`config.mk`:
```
export PLATFORM = sky130hd
export DESIGN_NAME = pipe_fwd_ctrl
export DESIGN_NICKNAME = d
export VERILOG_FILES = /design/src/rtl/pipe_fwd_ctrl.sv
export SDC_FILE = /design/constraint.sdc
export NUM_CORES = 1
export LEC_CHECK = 0
export BUFFER_PORTS_ARGS = -buffer_cell sky130_fd_sc_hd__buf_4
export CORE_ASPECT_RATIO = 0.7
export CORE_MARGIN = 3
export CORE_UTILIZATION = 52
export CTS_BUF_LIST = sky130_fd_sc_hd__clkbuf_8
export DETAILED_ROUTE_END_ITERATION = 10
export GPL_TIMING_DRIVEN = 0
export PLACE_DENSITY_LB_ADDON = 0.15
export SYNTH_ARGS = -nofsm -noshare
export SYNTH_HDL_FRONTEND = slang
export SYNTH_SLANG_ARGS = --single-unit
export TNS_END_PERCENT = 10
```
`constraint.sdc`:
```
create_clock -name clock -period 3.8 [get_ports clock]
set_input_delay 0.76 -clock clock [delete_from_list [all_inputs] [get_ports clock]]
set_output_delay 0.76 -clock clock [all_outputs]
set_load 0.005 [all_outputs]
```
`src/rtl/pipe_fwd_ctrl.sv`:
```
// Forwarding and load-use hazard controller: tracks DEPTH in-flight writes after EX,
// forwards the youngest match to the operand buses and drives write-back from the last stage.
module pipe_fwd_ctrl #(
    parameter int XLEN       = 32,
    parameter int REGW       = 5,
    parameter int DEPTH      = 3,
    parameter int LOAD_STAGE = 1,
    parameter int CNTW       = 16
) (
    input  logic            clock,
    input  logic            reset,
    input  logic [REGW-1:0] rs1,
    input  logic [REGW-1:0] rs2,
    input  logic [XLEN-1:0] rf_busA,
    input  logic [XLEN-1:0] rf_busB,
    input  logic            ex_valid,
    input  logic [REGW-1:0] ex_rd,
    input  logic            ex_regwr,
    input  logic            ex_memtoreg,
    input  logic [XLEN-1:0] ex_result,
    input  logic            flush,
    input  logic [XLEN-1:0] mem_rdata,
    output logic [XLEN-1:0] fwd_busA,
    output logic [XLEN-1:0] fwd_busB,
    output logic            stall,
    output logic [REGW-1:0] wb_rd,
    output logic            wb_regwr,
    output logic [XLEN-1:0] wb_data,
    output logic [CNTW-1:0] stall_cnt
);

    logic [DEPTH:1]           st_v;
    logic [DEPTH:1][REGW-1:0] st_rd;
    logic [DEPTH:1]           st_regwr;
    logic [DEPTH:1]           st_mem;
    logic [DEPTH:1][XLEN-1:0] st_data;

    logic [DEPTH:1][XLEN-1:0] eff_data;
    logic [DEPTH:1]           eff_rdy;

    logic                     ex_live;
    logic [1:0][REGW-1:0]     rs_op;
    logic [1:0][XLEN-1:0]     rf_op;
    logic [1:0][XLEN-1:0]     fwd_op;
    logic [1:0]               rdy_op;
    logic [1:0]               hit_op;

    assign ex_live = ex_valid & ~flush;
    assign rs_op   = {rs2, rs1};
    assign rf_op   = {rf_busB, rf_busA};

    // A load is unresolved before LOAD_STAGE and reads the live memory bus at LOAD_STAGE.
    always_comb begin
        eff_data = st_data;
        eff_rdy  = '1;
        for (int s = 1; s <= DEPTH; s++) begin
            if (st_mem[s]) begin
                if (s < LOAD_STAGE)
                    eff_rdy[s] = 1'b0;
                else if (s == LOAD_STAGE)
                    eff_data[s] = mem_rdata;
            end
        end
    end

    always_comb begin
        fwd_op = rf_op;
        rdy_op = '1;
        hit_op = '0;
        for (int op = 0; op < 2; op++) begin
            if (rs_op[op] == '0) begin
                fwd_op[op] = '0;
            end else begin
                if (ex_live && ex_regwr && ex_rd == rs_op[op]) begin
                    hit_op[op] = 1'b1;
                    fwd_op[op] = ex_result;
                    rdy_op[op] = ~ex_memtoreg;
                end
                for (int s = 1; s <= DEPTH; s++) begin
                    if (!hit_op[op] && st_v[s] && st_regwr[s] && st_rd[s] == rs_op[op]) begin
                        hit_op[op] = 1'b1;
                        fwd_op[op] = eff_data[s];
                        rdy_op[op] = eff_rdy[s];
                    end
                end
            end
        end
    end

    assign fwd_busA = fwd_op[0];
    assign fwd_busB = fwd_op[1];
    assign stall    = ~rdy_op[0] | ~rdy_op[1];

    assign wb_rd    = st_rd[DEPTH];
    assign wb_regwr = st_v[DEPTH] & st_regwr[DEPTH] & (st_rd[DEPTH] != '0);
    assign wb_data  = eff_data[DEPTH];

    always_ff @(posedge clock) begin
        if (!reset) begin
            st_v      <= '0;
            stall_cnt <= '0;
        end else begin
            st_v[1]     <= ex_live & ~stall;
            st_rd[1]    <= ex_rd;
            st_regwr[1] <= ex_regwr;
            st_mem[1]   <= ex_memtoreg;
            st_data[1]  <= ex_result;
            for (int s = 2; s <= DEPTH; s++) begin
                st_v[s]     <= st_v[s-1];
                st_rd[s]    <= st_rd[s-1];
                st_regwr[s] <= st_regwr[s-1];
                st_mem[s]   <= st_mem[s-1];
                // Load data is captured as the entry leaves LOAD_STAGE.
                if ((s - 1) == LOAD_STAGE && st_mem[s-1])
                    st_data[s] <= mem_rdata;
                else
                    st_data[s] <= st_data[s-1];
            end
            if (stall && (stall_cnt != '1))
                stall_cnt <= stall_cnt + CNTW'(1);
        end
    end

endmodule

```
; ---- Word-level counts from Yosys, hierarchy flattened
; Index checks and enable logic that the tools add are counted.
[totals]
reg_bits = 134
output_inout_bits = 119
[op_classes]
n_eq_ne = 9
bitwise = 10
reduce_logical = 31
n_mux = 33
addsub = 1
[op_table]
columns = operator, n
row1 = $mux W32, 11
row2 = $eq A5 B5 Y1, 8
row3 = $logic_and A1 B1 Y1, 22
row4 = $mux W1, 22
row5 = $add A16 B1 Y16 const B, 1
row6 = $ne A16 B16 Y1 const B, 1
row7 = $logic_not A5 Y1, 2
row8 = $logic_not A1 Y1, 6
row9 = $not A1 Y1, 5
row10 = $reduce_bool A5 Y1, 1
row11 = $and A1 B1 Y1, 4
row12 = $or A1 B1 Y1, 1

; ---- Logic depth before layout (Yosys ltp)
[logic_depth]
word_depth = 28
depth_mapped = 9

; ---- Least setup slack after synthesis
; Ideal clock, no wire load.
[synth_path]
path_type = input to output
start = in rs1[3]
end = out fwd_busA[21]
arrival_ns = 2.396
path_buffers = 3
setup_slack_ns = 0.644
required_time_ns = 3.040
cell_stages = 9
cell_sequence = buf_2 xnor2_1 nand4_1 or3b_1 clkbuf_1 nand2_1 clkbuf_1 o22ai_1 o221a_2
[synth_between]
elab_chain_cells = 22
word_cells_on_any_way = 29
classes_between = eq/ne (4) / mux (11) / reduce/logical (14)
[synth_rtl]
columns = item, line
row1 = start: declaration, 12  ; input logic [REGW-1:0] rs1,
row2 = $eq A5 B5 Y1, 74  ; if (ex_live && ex_regwr && ex_rd == rs_op[op]) begin
row3 = $logic_and A1 B1 Y1, 74
row4 = $mux W1, 74
row5 = $mux W1, 71  ; if (rs_op[op] == '0) begin
row6 = $logic_not A1 Y1, 80  ; if (!hit_op[op] && st_v[s] && st_regwr[s] && st_rd[s] == rs_op[op]) begin
row7 = $logic_and A1 B1 Y1 (3 in a row), 80
row8 = $mux W1, 80
row9 = $mux W1, 71
row10 = $logic_not A1 Y1, 80
row11 = $logic_and A1 B1 Y1 (3 in a row), 80
row12 = $mux W1, 80
row13 = $mux W1, 71
row14 = $logic_not A1 Y1, 80
row15 = $logic_and A1 B1 Y1 (3 in a row), 80
row16 = $mux W32, 80
row17 = $mux W32 *, 71
row18 = end: declaration, 23  ; output logic [XLEN-1:0] fwd_busA,
; Mark *: on every way between the ends. The rest lies on a longest branch, timed or not. The select of a mux whose other input is x is not followed.

; ---- Worst setup path in the final report
[layout_path]
start = in flush
end = out fwd_busA[1]
[layout_between]
elab_chain_cells = 24
word_cells_on_any_way = 27
classes_between = mux (11) / bitwise (2) / reduce/logical (14)
[layout_rtl]
columns = item, line
row1 = start: declaration, 21  ; input logic flush,
row2 = $not A1 Y1 *, 48  ; assign ex_live = ex_valid & ~flush;
row3 = $and A1 B1 Y1 *, 48
row4 = $logic_and A1 B1 Y1 * (2 in a row), 74
row5 = $mux W1, 74
row6 = $mux W1, 71
row7 = $logic_not A1 Y1, 80
row8 = $logic_and A1 B1 Y1 (3 in a row), 80
row9 = $mux W1, 80
row10 = $mux W1, 71
row11 = $logic_not A1 Y1, 80
row12 = $logic_and A1 B1 Y1 (3 in a row), 80
row13 = $mux W1, 80
row14 = $mux W1, 71
row15 = $logic_not A1 Y1, 80
row16 = $logic_and A1 B1 Y1 (3 in a row), 80
row17 = $mux W32 *, 80
row18 = $mux W32 *, 71
; Marked as above.

==> out/results.tsv <==
metric	value	unit
outcome	finished, final reports clean	
critPathMaxFanout	10	
clk_pin_slew	70	ps
cts_tree	done	
synth_edf_count	115	
regArea	3830	µm²
cts_buffers	17	
tns	0	ps
post-place-ws	-318	ps
routed_wl	28800	µm
hpwl	20500	µm
timing.rr.start	stall_cnt[0]$_SDFFE_PN0P_	
drive_above_1_share	0.404	
layout_setup_ws	14.3	ps
slew_headroom	0.439	
syn-num-nets	954	
ys_types	55	
synth_sequential_area_ratio	0.462	
period_share	0.996	
grt_pass1_wl	43200	µm
critPathSlowestCell	or2_2	
cts-root-buf	clkbuf_8	
ir_drop	360	µV
postSynth.asyncResetShare	0	
ant_nets	0	
yosysTopAreaCellShare	0.416	
hp-start	st_regwr[2]$_DFFE_PP_	
die-area	17500	µm²
grt_max_degree	69	
drc	0	
cpPeakStageDelay	330	ps
syn_inst	804	
tightest_slew	842	ps
grt.overflow.total	0	
cts_max_level	4	
fin_skew	12.4	ps
drtIter0Drc	1136	
dieWidth	157	µm
total_power	3.83	mW
num_rows	37	
worstHoldPathType	reg2reg	
dr.pass1.iters	7	
yosysTopAreaCell	edfxtp_1	
worstSetupStartpointType	input pin	
layout_min_cycle_time	3790	ps
syn_to_final_growth	33.7	%
power_density	345	nW/µm²
yosysMostFrequentCell	edfxtp_1	
ys.flop_type	edfxtp_1	
diodes	0	
path_cells	buf_4, and3b_1, nand4_4, or2_2, clkbuf_1, nand3_1, buf_2, o22ai_1, o221a_2, buf_4	
gp_congestion	0.916	
grt_pass1_vias	7814	
fillers	1136	
grtUsageTotal	0.318	
core_area	15100	µm²
avgSynthCellArea	10.3	µm²
antenna_found_initial	0	
multiInputGateArea	3910	µm²
required	3040	ps
crit_type	in2out	
final_nets	1235	
cts_hold_buffers	0	
insertion_delay	470	ps
die_y	112	µm
synthesis.area	8300	µm²
synth_area_leaders	edfxtp_1, dfxtp_1, mux2i_1, mux2_2, nand2_1	
setup.worst_path.start	flush	
io_buffer_count	257	
synth_common_cells	edfxtp_1, nand2_1, nor2_1	
setup_viol	0	
endpoint_kind	output port	
via_per_inst	6.23	
fmax	0.264	GHz
cp.arrival	3030	ps
report.final.slew_viol_count	0	
max_cap_violations	0	
clockBufferDepth	2	
pin_count	268	
power.leakage	4.69	nW
hold_viol_final	0	
start_util	0.548	
clkSinkCount	134	
ys_seq_elements	134	
yosys_warnings	0	
wire_per_inst	22.3	µm
reg2reg_setup_slack	1510	ps
crit_top_cell	buf_4	
vias	8050	
[cells by family (layout without fill, tap and decap cells)]
kind of cell	after synthesis	in the layout	share of synthesized area
buffers and inverters	114	408	0.0739
AO/OA/AOI/OAI	218	218	0.203
AND/OR/NAND/NOR	225	225	0.122
multiplexers	67	67	0.0855
flip-flops	134	134	0.462
adder cells (fa/ha/maj)	1	1	0.00151
XOR/XNOR	45	45	0.0516
[timing repair]
item	4_1_cts	5_1_grt
resized for setup	18	24
setup endpoints to repair	61	46
pin swaps	1	0
setup buffers	4	0
[cells in the final DEF, fill, tap and decap left out, types with 4 or more instances in the layout]
master     count
xnor2_1       28
bufinv_16      5
o221a_2       25
o221a_1        5
o22ai_1       31
a31oi_1        4
clkbuf_8      19
xnor2_2        4
o221ai_1      31
or3_1          4
buf_2         20
dfxtp_1       19
nand2_1       85
buf_6          4
a211oi_1      33
a21oi_1       39
clkinv_2       4
nor2_1        78
clkbuf_2       8
edfxtp_1     115
clkbuf_1      30
buf_4        298
xor2_1        12
nand3_1        9
inv_1          9
nand4_1       13
mux2_2        31
clkbuf_4       5
mux2i_1       36
nor3_1         7
o21ai_0        4
and3_1         5
o31ai_1       31
[per-stage QoR]
stage | hold slack [ps] | std cells | instance area, µm² | util
after floorplan | 442 | 804 | 8300 | -
after global placement | 455 | 1256 | 10500 | 0.692
after detailed placement | 458 | 1257 | 10500 | 0.694
after CTS | 473 | 1293 | 11000 | 0.729
after global routing | 478 | 1293 | 11100 | 0.733
final | 478 | 1293 | 11100 | 0.733
[layer usage]
metal | share of wire | GRT usage | wire length [µm] | vias up
met3 | 0.13 | 0.0905 | 3730 | 58
met2 | 0.44 | 0.462 | 12600 | 602
met5 | 0 | 0 | 0 | -
li1 | - | - | - | 3618
met4 | 0.021 | 0.101 | 601 | 0
met1 | 0.41 | 0.460 | 11800 | 3772
[sequential cells by signal, indices dropped and copies added (netlist names)]
name / cells
eff_data: 32
st_data: 32
st_mem: 1
st_rd: 10
st_regwr: 3
st_v: 3
stall_cnt: 16
wb_data: 32
wb_rd: 5
[final timing paths]
check	end	cells after the start
setup / recovery	fwd_busA[1]	10
hold / removal	st_regwr[3]$_DFFE_PP_	0
setup reg to reg	stall_cnt[3]$_SDFFE_PN0P_	7
hold reg to reg	st_regwr[3]$_DFFE_PP_	0
[where the power goes]
| part | internal [mW] | switching [mW] |
|---|---|---|
| Sequential | 1.71 | 0.0662 |
| Combinational | 0.349 | 0.293 |
| Clock | 0.813 | 0.597 |
[worst max-delay path, delay by kind of cell]
family | cells | cell delay (ps)
AND/OR/NAND/NOR | 4 | 1100
AO/OA/AOI/OAI | 2 | 380
buffers and inverters | 4 | 770
[cell type report]
| cell class | count | share of cell area |
|---|---|---|
| sequential | 134 | 0.346 |
| buffer | 105 | 0.0559 |
| clock inverter | 13 | 0.0182 |
| inverter | 9 | 0.00305 |
| multi-input combinational | 556 | 0.352 |
| timing repair buffer | 262 | 0.179 |
| tap | 195 | 0.0220 |
| clock buffer | 19 | 0.0236 |
Note: power is estimated with default switching activity, not from simulation.
